`src/rtl/ctrl_pkg.sv`:
```
// rtl/ctrl_pkg.sv - shared opcode/func/ALU constants and the control bundle type
//
// Purpose : constants and types shared by the control decoder and the
//           pipelined control unit.
// Ports   : none (package).
package ctrl_pkg;

    localparam logic [5:0] OP_RTYPE = 6'b000000;
    localparam logic [5:0] OP_LW    = 6'b100011;
    localparam logic [5:0] OP_SW    = 6'b101011;
    localparam logic [5:0] OP_BEQ   = 6'b000100;
    localparam logic [5:0] OP_BNE   = 6'b000101;
    localparam logic [5:0] OP_ADDI  = 6'b001000;
    localparam logic [5:0] OP_J     = 6'b000010;

    localparam logic [5:0] FN_ADD = 6'b100000;
    localparam logic [5:0] FN_SUB = 6'b100010;
    localparam logic [5:0] FN_AND = 6'b100100;
    localparam logic [5:0] FN_OR  = 6'b100101;
    localparam logic [5:0] FN_SLT = 6'b101010;

    localparam logic [2:0] ALU_AND = 3'b000;
    localparam logic [2:0] ALU_OR  = 3'b001;
    localparam logic [2:0] ALU_ADD = 3'b010;
    localparam logic [2:0] ALU_SUB = 3'b110;
    localparam logic [2:0] ALU_SLT = 3'b111;

    typedef struct packed {
        logic       reg_write;
        logic       reg_dest;
        logic       alu_src;
        logic       branch;
        logic       branch_ne;
        logic       jump;
        logic       mem_write;
        logic       mem_to_reg;
        logic [2:0] alu_ctrl;
    } ctrl_bundle_t;

    localparam ctrl_bundle_t CTRL_BUBBLE = '0;

endpackage

```
`src/rtl/ctrl_decode.sv`:
```
// rtl/ctrl_decode.sv - combinational opcode/func to control bundle decoder
//
// Purpose : decodes the ID-stage instruction fields into a control bundle.
//           Undecodable opcodes or R-type funcs yield the all-zero bundle.
// Ports   : opcode  in  instruction[31:26]
//           func    in  instruction[5:0]
//           illegal out undecodable instruction (only with CTRL_ILLEGAL_TRAP_EN)
//           ctrl    out decoded control bundle
//           rt_used out instruction reads rt as a source register
// Config  : CTRL_ILLEGAL_TRAP_EN adds the illegal output.
module ctrl_decode
    import ctrl_pkg::*;
(
    input  logic [5:0]   opcode,
    input  logic [5:0]   func,
`ifdef CTRL_ILLEGAL_TRAP_EN
    output logic         illegal,
`endif
    output ctrl_bundle_t ctrl,
    output logic         rt_used
);

    always_comb begin
        ctrl    = CTRL_BUBBLE;
        rt_used = 1'b0;
`ifdef CTRL_ILLEGAL_TRAP_EN
        illegal = 1'b0;
`endif
        case (opcode)
            OP_RTYPE: begin
                rt_used        = 1'b1;
                ctrl.reg_write = 1'b1;
                ctrl.reg_dest  = 1'b1;
                case (func)
                    FN_ADD:  ctrl.alu_ctrl = ALU_ADD;
                    FN_SUB:  ctrl.alu_ctrl = ALU_SUB;
                    FN_AND:  ctrl.alu_ctrl = ALU_AND;
                    FN_OR:   ctrl.alu_ctrl = ALU_OR;
                    FN_SLT:  ctrl.alu_ctrl = ALU_SLT;
                    default: begin
                        ctrl = CTRL_BUBBLE;
`ifdef CTRL_ILLEGAL_TRAP_EN
                        illegal = 1'b1;
`endif
                    end
                endcase
            end
            OP_LW: begin
                ctrl.reg_write  = 1'b1;
                ctrl.alu_src    = 1'b1;
                ctrl.mem_to_reg = 1'b1;
                ctrl.alu_ctrl   = ALU_ADD;
            end
            OP_SW: begin
                rt_used        = 1'b1;
                ctrl.alu_src   = 1'b1;
                ctrl.mem_write = 1'b1;
                ctrl.alu_ctrl  = ALU_ADD;
            end
            OP_BEQ: begin
                rt_used       = 1'b1;
                ctrl.branch   = 1'b1;
                ctrl.alu_ctrl = ALU_SUB;
            end
            OP_BNE: begin
                rt_used        = 1'b1;
                ctrl.branch_ne = 1'b1;
                ctrl.alu_ctrl  = ALU_SUB;
            end
            OP_ADDI: begin
                ctrl.reg_write = 1'b1;
                ctrl.alu_src   = 1'b1;
                ctrl.alu_ctrl  = ALU_ADD;
            end
            OP_J: begin
                ctrl.jump = 1'b1;
            end
            default: begin
`ifdef CTRL_ILLEGAL_TRAP_EN
                illegal = 1'b1;
`endif
            end
        endcase
    end

endmodule

```
`src/rtl/ctrl_pipe_unit.sv`:
```
// rtl/ctrl_pipe_unit.sv - pipelined MIPS control unit with load-use stall detection
//
// Purpose : decodes the ID instruction, carries its controls through the
//           ID/EX, EX/MEM and MEM/WB registers, and raises a one-cycle stall
//           when the ID instruction reads the destination of a load in EX.
// Ports   : clk, rst (sync active-high)
//           valid_id, flush_id, opcode, func, rs, rt   ID-stage inputs
//           stall                                      combinational hold request
//           illegal_op                                 sticky trap (CTRL_ILLEGAL_TRAP_EN only)
//           ex_*                                       ID/EX controls, ALU op, rt
//           mem_RegWrite, mem_MemWrite, mem_MemtoReg   EX/MEM controls
//           wb_RegWrite, wb_MemtoReg                   MEM/WB controls
// Config  : CTRL_ILLEGAL_TRAP_EN adds the illegal_op output.
module ctrl_pipe_unit
    import ctrl_pkg::*;
#(
    parameter int ALUCTRL_W    = 3,
    parameter int REG_W        = 5,
    parameter int LOAD_USE_DET = 1
) (
    input  logic                 clk,
    input  logic                 rst,
    input  logic                 valid_id,
    input  logic                 flush_id,
    input  logic [5:0]           opcode,
    input  logic [5:0]           func,
    input  logic [REG_W-1:0]     rs,
    input  logic [REG_W-1:0]     rt,
    output logic                 stall,
`ifdef CTRL_ILLEGAL_TRAP_EN
    output logic                 illegal_op,
`endif
    output logic                 ex_RegWrite,
    output logic                 ex_RegDest,
    output logic                 ex_ALUSrc,
    output logic                 ex_Branch,
    output logic                 ex_BranchNe,
    output logic                 ex_Jump,
    output logic                 ex_MemWrite,
    output logic                 ex_MemtoReg,
    output logic [ALUCTRL_W-1:0] ex_ALUControl,
    output logic [REG_W-1:0]     ex_rt,
    output logic                 mem_RegWrite,
    output logic                 mem_MemWrite,
    output logic                 mem_MemtoReg,
    output logic                 wb_RegWrite,
    output logic                 wb_MemtoReg
);

    ctrl_bundle_t dec_ctrl;
    ctrl_bundle_t ex_ctrl;
    logic         dec_rt_used;
    logic         load_use;
    logic         advance;
`ifdef CTRL_ILLEGAL_TRAP_EN
    logic         dec_illegal;
`endif

    ctrl_decode u_decode (
        .opcode  (opcode),
        .func    (func),
`ifdef CTRL_ILLEGAL_TRAP_EN
        .illegal (dec_illegal),
`endif
        .ctrl    (dec_ctrl),
        .rt_used (dec_rt_used)
    );

    // A load writing $0 produces no real value, so it never forces a stall.
    assign load_use = ex_ctrl.mem_to_reg & ex_ctrl.reg_write & (ex_rt != '0)
                    & ((ex_rt == rs) | (dec_rt_used & (ex_rt == rt)));

    // Flush and invalid ID both mask the stall: nothing real is waiting.
    assign stall   = (LOAD_USE_DET != 0) & valid_id & ~flush_id & load_use;
    assign advance = valid_id & ~flush_id & ~stall;

    always_ff @(posedge clk) begin
        if (rst) begin
            ex_ctrl      <= CTRL_BUBBLE;
            ex_rt        <= '0;
            mem_RegWrite <= 1'b0;
            mem_MemWrite <= 1'b0;
            mem_MemtoReg <= 1'b0;
            wb_RegWrite  <= 1'b0;
            wb_MemtoReg  <= 1'b0;
`ifdef CTRL_ILLEGAL_TRAP_EN
            illegal_op   <= 1'b0;
`endif
        end else begin
            if (advance) begin
                ex_ctrl <= dec_ctrl;
                ex_rt   <= rt;
            end else begin
                ex_ctrl <= CTRL_BUBBLE;
                ex_rt   <= '0;
            end
            // Downstream stages never stall; they always drain.
            mem_RegWrite <= ex_ctrl.reg_write;
            mem_MemWrite <= ex_ctrl.mem_write;
            mem_MemtoReg <= ex_ctrl.mem_to_reg;
            wb_RegWrite  <= mem_RegWrite;
            wb_MemtoReg  <= mem_MemtoReg;
`ifdef CTRL_ILLEGAL_TRAP_EN
            if (advance & dec_illegal) begin
                illegal_op <= 1'b1;
            end
`endif
        end
    end

    assign ex_RegWrite   = ex_ctrl.reg_write;
    assign ex_RegDest    = ex_ctrl.reg_dest;
    assign ex_ALUSrc     = ex_ctrl.alu_src;
    assign ex_Branch     = ex_ctrl.branch;
    assign ex_BranchNe   = ex_ctrl.branch_ne;
    assign ex_Jump       = ex_ctrl.jump;
    assign ex_MemWrite   = ex_ctrl.mem_write;
    assign ex_MemtoReg   = ex_ctrl.mem_to_reg;
    assign ex_ALUControl = ALUCTRL_W'(ex_ctrl.alu_ctrl);

endmodule

```
`config.mk`:
```
export PLATFORM = sky130hd
export DESIGN_NAME = ctrl_pipe_unit
export DESIGN_NICKNAME = d
export VERILOG_FILES = /design/src/rtl/ctrl_pkg.sv /design/src/rtl/ctrl_decode.sv /design/src/rtl/ctrl_pipe_unit.sv
export SDC_FILE = /design/constraint.sdc
export NUM_CORES = 1
export LEC_CHECK = 0
export ABC_AREA = 1
export ABC_CLOCK_PERIOD_IN_PS = 1300
export BUFFER_PORTS_ARGS = -buffer_cell sky130_fd_sc_hd__buf_2
export CAP_MARGIN = 30
export CORE_ASPECT_RATIO = 1.75
export CORE_MARGIN = 2
export CORE_UTILIZATION = 42
export CTS_BUF_LIST = sky130_fd_sc_hd__clkbuf_4 sky130_fd_sc_hd__clkbuf_8
export CTS_CLUSTER_DIAMETER = 30
export DETAILED_ROUTE_END_ITERATION = 6
export PLACE_DENSITY_LB_ADDON = 0.1
export SYNTH_ARGS = -nofsm -noshare
export SYNTH_HDL_FRONTEND = slang
export SYNTH_SLANG_ARGS = --single-unit
export TNS_END_PERCENT = 10
```
`constraint.sdc`:
```
create_clock -name clk -period 1.3 [get_ports clk]
set_clock_uncertainty 0.1 [all_clocks]
set_input_delay 0.065 -clock clk [delete_from_list [all_inputs] [get_ports clk]]
set_output_delay 0.065 -clock clk [all_outputs]
set_load 0.005 [all_outputs]
```
==> reports/metrics.yaml, run 1 <==
outcome:
  status: "complete, but fails checks"
  violations: "setup timing"
setup_path:
  reg2reg_from: "ex_rt[1]$_SDFF_PP0_"
  slowest_delay_ps: 350
  cp_data_arrival_time_ps: 1400
  worstSetupPathType: "reg2out"
  critPathMaxFanout: 5
  cpLargestDelayFamily: "simple AND/OR/NAND/NOR gates"
  rr_worst_depth: 7
  endpoint_kind: "output port"
  ff2ff_setup_slack_ps: -20
  crit_required_ps: 1130
  path_cells: "or2_0 -> a21oi_1 -> nand3_1 -> nand2_1 -> nand2_2 -> nor2_1 -> buf_2"
  cp_num_buf_inv: 1
  r2r-end: "ex_RegDest$_SDFF_PP0_"
  start_kind: "flop"
  cp_slowest_cell: "dfxtp_2"
final_layout:
  num_antenna_cells: 0
  layout-area-overhead-vs-synth_pct: 42.67
  final_util: 0.6434
  drive_gt1_frac: 0.3186
  nets: 231
  fin_area_um2: 1364
die:
  ioPinCount: 48
  rows: 22
  die_w_um: 40.07
  die_h_um: 67.11
  start_util: 0.4510
  core_area_um2: 2120
  dieArea_um2: 2689
logic_synthesis:
  yosys.cell_types.count: 20
  yosys_warnings: 0
  syn_nets: 167
  synth_top_area_cell: "dfxtp_1"
  netlist_area_um2: 955.9
  syn_inst: 141
  yosys_most_used_dff: "dfxtp_1"
  ys_async_sr_fraction: 0
  synth_top_area_frac: 0.4398
  synth.area.top_cells: "dfxtp_1, nor2_1, inv_1"
  synth_seq_area_share: 0.4398
  ys_ff_latch: 21
  ys_top_cells_by_count: "nor2_1, inv_1, nand2_1, dfxtp_1, nand3_1"
  syn_area_per_cell_um2: 6.780
  synth_edf_count: 0
  yosysMostFrequentCell: "nor2_1"
power_and_ir_drop:
  p_leak_nw: 0.7565
  p_seq_frac: 0.591
  swShare: 0.2357
  cell_internal_pwr_mw: 0.8446
  p_switching_mw: 0.2604
  p_per_area_nw_per_um2: 810.2
  clkPwrFrac: 0.265
  power_frac_comb: 0.144
  vdd_drop_max_mv: 0.4226
timing:
  hold_viol: 0
  slew_headroom: 0.8585
  finalSetupViolations: 16
  drv_slew: 0
  rsz0062_at_grt: "yes"
  setup_ws_ps: -269.4
  period_minus_slack_ps: 1569
  min_period_over_period: 1.207
  worst_slew_pin_slew_ps: 210.0
  fmax_mhz: 637.2
global_routing:
  grt_antenna_before_repair: 0
  met1_usage: 0.1573
  grt_pass1_vias: 921
  use_met3: 0.01000
  grtUsageMet2: 0.3508
  grt_max_degree: 17
  grt.busiest_layer: "met2"
  grt_usage: 0.1767
  grt_pass1_wl_um: 3305
  overflow: 0
clocking:
  cts_inserted_buffers: 3
  htreeDepth: 1
  cts_root_buf: "clkbuf_4"
  cts_tree: "built"
  clockBufferDepth: 2
  path_clk_slew_ps: 110
  clock_latency_ps: 290
  cts_setup_buffers: 0
  cts_num_sinks: 21
detailed_routing:
  antenna_left: 0
  wl_um: 2110
  vias_per_cell: 4.504
  drtPass1Iterations: 4
  route.detailed.drc: 0
  dr_total_vias: 1027
  drtIter0Drc: 10
  wl_per_cell_um: 9.254
place:
  gp_congestion: 0.6921
  place_area_um2: 1230
  dp_hpwl_um: 1705
  port-buffer-count: 47
hold_path:
  hold_path_depth: 4
  min_to: "ex_MemWrite$_SDFF_PP0_"
  min_from: "opcode[2]"
  holdCritPathClass: "in2reg"
job:
  drv_cap: 0
metal layers:
metal,vias to the layer above,wire [um],share of wire
li1,552,-,-
met1,436,778,0.37
met2,37,1178,0.56
met3,2,126,0.060
met4,0,27,0.013
met5,-,0,0
kinds of logic after synthesis:
logic type / Yosys count / share of synthesized area
compound gates: 5 / 0.02748
xor+xnor: 4 / 0.03666
simple gates: 81 / 0.3665
flops: 21 / 0.4398
buf+inv: 30 / 0.1296
timing repair:
action,CTS,global route
pin swaps,1,6
setup endpoints to repair,17,17
hold endpoints to repair,15,0
gates resized for setup,3,3
hold buffers,10,0
state kept, by name (all words and copies together), names as in the netlist:
name / cells
ex_Branch: 1
ex_rt: 5
mem_MemtoReg: 1
ex_MemWrite: 1
ex_ALUControl: 3
wb_RegWrite: 1
mem_MemWrite: 1
ex_Jump: 1
ex_RegWrite: 1
ex_MemtoReg: 1
ex_BranchNe: 1
ex_RegDest: 1
mem_RegWrite: 1
ex_ALUSrc: 1
wb_MemtoReg: 1
per-stage QoR:
stage               power, mW  setup WS, ps  setup TNS, ps  hold WS, ps  std cells
floorplan              0.7376         3.825              0        36.31        141
global placement       0.8016        -50.93         -582.1        207.0        214
detailed placement     0.8053        -64.71         -786.7        203.0        214
CTS                     1.121        -285.6         -744.5        6.662        228
global route            1.169        -407.7          -2445        11.81        228
finish                  1.105        -269.4         -410.0        12.49        228
how the worst max path moves through the flow:
stage / to / cells past startpoint / startpoint
floorplan: ex_ALUControl[0]$_SDFF_PP0_ / 8 / ex_rt[1]$_SDFF_PP0_
global placement: ex_MemWrite$_SDFF_PP0_ / 10 / ex_rt[0]$_SDFF_PP0_
detailed placement: ex_Branch$_SDFF_PP0_ / 10 / ex_rt[0]$_SDFF_PP0_
CTS: stall / 7 / ex_rt[1]$_SDFF_PP0_
global route: stall / 7 / ex_rt[2]$_SDFF_PP0_
finish: stall / 7 / ex_rt[1]$_SDFF_PP0_
worst min-delay path, cell delays in order:
cell and delay (ps):
buf_2 100, nor2_1 50, nand3_1 100, nor2_1 60
layout make-up:
| type | instances | area (um^2) |
|---|---|---|
| clock buffer | 3 | 22.52 |
| clock inverter | 1 | 5.005 |
| fill | 201 | 755.7 |
| inverter | 29 | 108.9 |
| multi-input combinational | 90 | 411.6 |
| sequential | 21 | 427.9 |
| tap | 24 | 30.03 |
| timing repair buffer | 60 | 357.8 |
power groups by stage:
stage	clock network, mW	logic, mW	registers, mW
after floorplan	0	0.0690	0.669
after global placement	0	0.133	0.668
after detailed placement	0	0.137	0.668
after CTS	0.308	0.159	0.654
after global routing	0.335	0.180	0.654
final	0.293	0.160	0.653
cells in the final DEF (no fill, tap or decap), types with 2 or more instances in the layout:
cell type,instances
dfxtp_2,3
clkbuf_4,3
dlygate4sd3_1,10
inv_1,27
nor3_1,2
nand2_1,25
dfxtp_1,17
inv_2,2
nor2_1,35
xor2_1,2
buf_4,3
xnor2_1,2
a21oi_1,3
buf_2,47
nand3_1,11
(Power assumes the default switching activity.)
==> run 2, diff against run 1 <==
ABC_AREA = not set   (was 1)
CORE_UTILIZATION = 43   (was 42)
==> run 2 against run 1 <==
The flow still finishes with violations (setup timing). Setup slack worse by 410 ps. Synthesized area up 8.5%. Design area up 18%. Register-to-register slack lost 660 ps. First-iteration DRC count is 130% higher. Fmax is 21% lower. Via count increased by 1.8%. Synthesized cell count is 28% lower. Critical path type is now reg2reg. Largest power group unchanged.
==> reports/metrics.yaml, run 2 <==
outcome:
  status: "complete, but fails checks"
  violations: "setup timing"
die:
  dieArea_um2: 2836  # +5.5%
  start_util: 0.4505  # -0.0004600
  ioPinCount: 48  # unchanged
  rows: 23  # +4.5%
  die_h_um: 68.97  # +2.8%
  die_w_um: 41.13  # +2.6%
  core_area_um2: 2302  # +8.6%
detailed_routing:
  drtPass1Iterations: 4  # unchanged
  route.detailed.drc: 0  # unchanged
  vias_per_cell: 5.073  # +13%
  wl_per_cell_um: 12.49  # +35%
  antenna_left: 0  # unchanged
  wl_um: 2573  # +22%
  drtIter0Drc: 23  # +13
  dr_total_vias: 1045  # +1.8%
final_layout:
  layout_common_cells: "buf_2, buf_4, dfxtp_1"
  multi_input_comb_area_um2: 596.8  # +45%
  final_util: 0.6967  # +0.05329
  drive_gt1_frac: 0.5635  # +0.2449
  num_antenna_cells: 0  # unchanged
  nets: 208  # -10%
  layout_commonest_cell: "buf_2"
  layout-area-overhead-vs-synth_pct: 54.64
  fillers: 196  # -2.5%
  top_register: "ex_rt"
  seq_area_um2: 425.4  # -0.58%
  largest_register_ff_count: 5  # unchanged
  fin_cells: 206  # -9.6%
timing:
  drv_slew: 0  # unchanged
  rsz0062_at_grt: "yes"
  slew_headroom: 0.6907  # -0.1679
  min_period_over_period: 1.525  # +0.3181
  holdWs_ps: 35.19  # +22.70 ps
  finalSetupViolations: 17  # +1
  final.setup.tns_ps: -10040  # -9627 ps
  period_minus_slack_ps: 1983  # +413.5 ps
  worst_slew_pin_slew_ps: 462.1  # +252.1 ps
  fmax_mhz: 504.3  # -21%
  hold_viol: 0  # unchanged
  setup_ws_ps: -682.9  # -413.5 ps
place:
  dp.cells: 193  # -9.8%
  gp_congestion: 0.8340  # +21%
  dp_hpwl_um: 2024  # +19%
  port-buffer-count: 47  # unchanged
power_and_ir_drop:
  swShare: 0.2175  # -0.01823
  clkPwrFrac: 0.332  # +0.067
  cell_internal_pwr_mw: 1.003  # +19%
  vdd_drop_max_mv: 0.6189  # +46%
  p_per_area_nw_per_um2: 799.2  # -1.4%
  p_seq_frac: 0.510  # -0.081
  p_leak_nw: 0.7490  # -0.99%
  p_switching_mw: 0.2788  # +7.0%
  p_total_mw: 1.282  # +16%
  power_frac_comb: 0.158  # +0.014
logic_synthesis:
  synth.area.top_cells: "dfxtp_1, nor3b_2, xnor2_1"
  netlist_area_um2: 1037  # +8.5%
  yosys_most_used_dff: "dfxtp_1"
  ys_top_cells_by_count: "dfxtp_1, nor2b_1, xnor2_1"
  syn_area_per_cell_um2: 10.27  # +51%
  syn_inst: 101  # -28%
  synth_top_family_by_area: "simple AND/OR/NAND/NOR gates"
  synth_edf_count: 0  # unchanged
  synth.area.mux_share: 0  # unchanged
  ys_ff_latch: 21  # unchanged
  synth_seq_area_share: 0.4053  # -0.03448
  synth_top_area_frac: 0.4053  # -0.03448
  synth_top_area_cell: "dfxtp_1"
  yosys.cell_types.count: 35  # +75%
  synth_fa_ha_area_frac: 0  # unchanged
  synth-simple-area-share: 0.3703  # +0.003834
  synth_xor_xnor_area_share: 0.08444  # +0.04779
  yosys_warnings: 0  # unchanged
  synth_compound_area_frac: 0.1134  # +0.08590
  ys_async_sr_fraction: 0  # unchanged
  yosysMostFrequentCell: "dfxtp_1"
  syn_nets: 127  # -24%
setup_path:
  critPathCapture: "ex_ALUControl[0]$_SDFF_PP0_"
  cp_data_arrival_time_ps: 2050  # +650 ps
  r2r-end: "ex_ALUControl[0]$_SDFF_PP0_"
  rr_worst_depth: 4  # -3
  ff2ff_setup_slack_ps: -680  # -660 ps
  cp_slowest_cell: "or4_4"
  cp-startpoint: "ex_rt[1]$_SDFF_PP0_"
  path_cells: "or4_4 -> o211a_1 -> a311o_4 -> nor4b_2"
  cp_num_buf_inv: 0  # -1
  start_kind: "flop"
  worstSetupPathType: "reg2reg"
  reg2reg_from: "ex_rt[1]$_SDFF_PP0_"
  critical_path_cell_count: 4  # -3
  critPathMaxFanout: 16  # +11
  crit_required_ps: 1370  # +240 ps
  slowest_delay_ps: 540  # +190 ps
  endpoint_kind: "flop"
  cpLargestDelayFamily: "simple AND/OR/NAND/NOR gates"
clocking:
  path_clk_slew_ps: 70  # -40 ps
  clockBufferDepth: 2  # unchanged
  htreeDepth: 1  # unchanged
  cts_tree: "built"
  clock_latency_ps: 250  # -40 ps
  cts_num_sinks: 21  # unchanged
  cts_root_buf: "clkbuf_8"
  cts_inserted_buffers: 3  # unchanged
global_routing:
  grt_usage: 0.1995  # +0.02284
  grt_pass1_wl_um: 3870  # +17%
  grt_pass1_vias: 1007  # +9.3%
  grt_antenna_before_repair: 0  # unchanged
  grt_max_degree: 17  # unchanged
  overflow: 0  # unchanged
job:
  drv_cap: 0  # unchanged
hold_path:
  holdCritPathClass: "in2reg"
  hold_path_depth: 4  # unchanged
  min_from: "func[0]"
## run 2: worst min path at each step
stage                                   to  slack, ps
4_1_cts        ex_ALUControl[1]$_SDFF_PP0_         30
3_5_place_dp        wb_RegWrite$_SDFF_PP0_        230
5_1_grt        ex_ALUControl[1]$_SDFF_PP0_         70
6_report       ex_ALUControl[1]$_SDFF_PP0_         40
2_1_floorplan      mem_MemWrite$_SDFF_PP0_         40
3_3_place_gp       mem_MemWrite$_SDFF_PP0_        230
## run 2: power groups by stage
stage / sequential, mW / combinational [mW] / clock [mW]
final: 0.654 / 0.203 / 0.426
after global routing: 0.653 / 0.225 / 0.465
after CTS: 0.653 / 0.200 / 0.440
after detailed placement: 0.668 / 0.186 / 0
after global placement: 0.667 / 0.181 / 0
after floorplan: 0.669 / 0.0813 / 0
## run 2: layout make-up
class                      count  share of cell area
multi-input combinational     75              0.3721
inverter                       2            0.004680
tap                           25             0.01950
clock buffer                   4             0.03042
sequential                    21              0.2652
timing repair buffer          79              0.3081
## run 2: routing by layer
| layer | wire length (um) | global-route usage | share of wire |
|---|---|---|---|
| met2 | 1469 | 0.3887 | 0.57 |
| met3 | 149 | 0.03205 | 0.058 |
| met5 | 0 | 0 | 0 |
| met4 | 40 | 0.09274 | 0.016 |
| met1 | 914 | 0.1793 | 0.36 |
## run 2: stage by stage
stage / instance area [um^2] / setup WS [ps]
2_1_floorplan: 1042 / -596.9
3_3_place_gp: 1450 / -770.4
3_5_place_dp: 1461 / -695.5
4_1_cts: 1570 / -711.1
5_1_grt: 1604 / -732.9
6_report: 1604 / -682.9
## run 2: cell families (layout without fill, tap and decap cells)
group                  Yosys count  in the layout
buffers and inverters            5             85
XOR/XNOR                        10             10
AO/OA/AOI/OAI                   15             15
flip-flops                      21             21
AND/OR/NAND/NOR                 50             50
## run 2: repair_timing
item	in CTS	in global routing
pin swaps	5	6
setup buffers	0	3
setup endpoints to repair	17	17
hold endpoints to repair	10	0
hold buffers	6	0
gates resized for setup	0	5
## run 2: worst register-to-register path, stage by stage, from the launching register on
cell and delay [ps]:
dfxtp_2 330, or4_4 540, o211a_1 230, a311o_4 430
nor4b_2 270
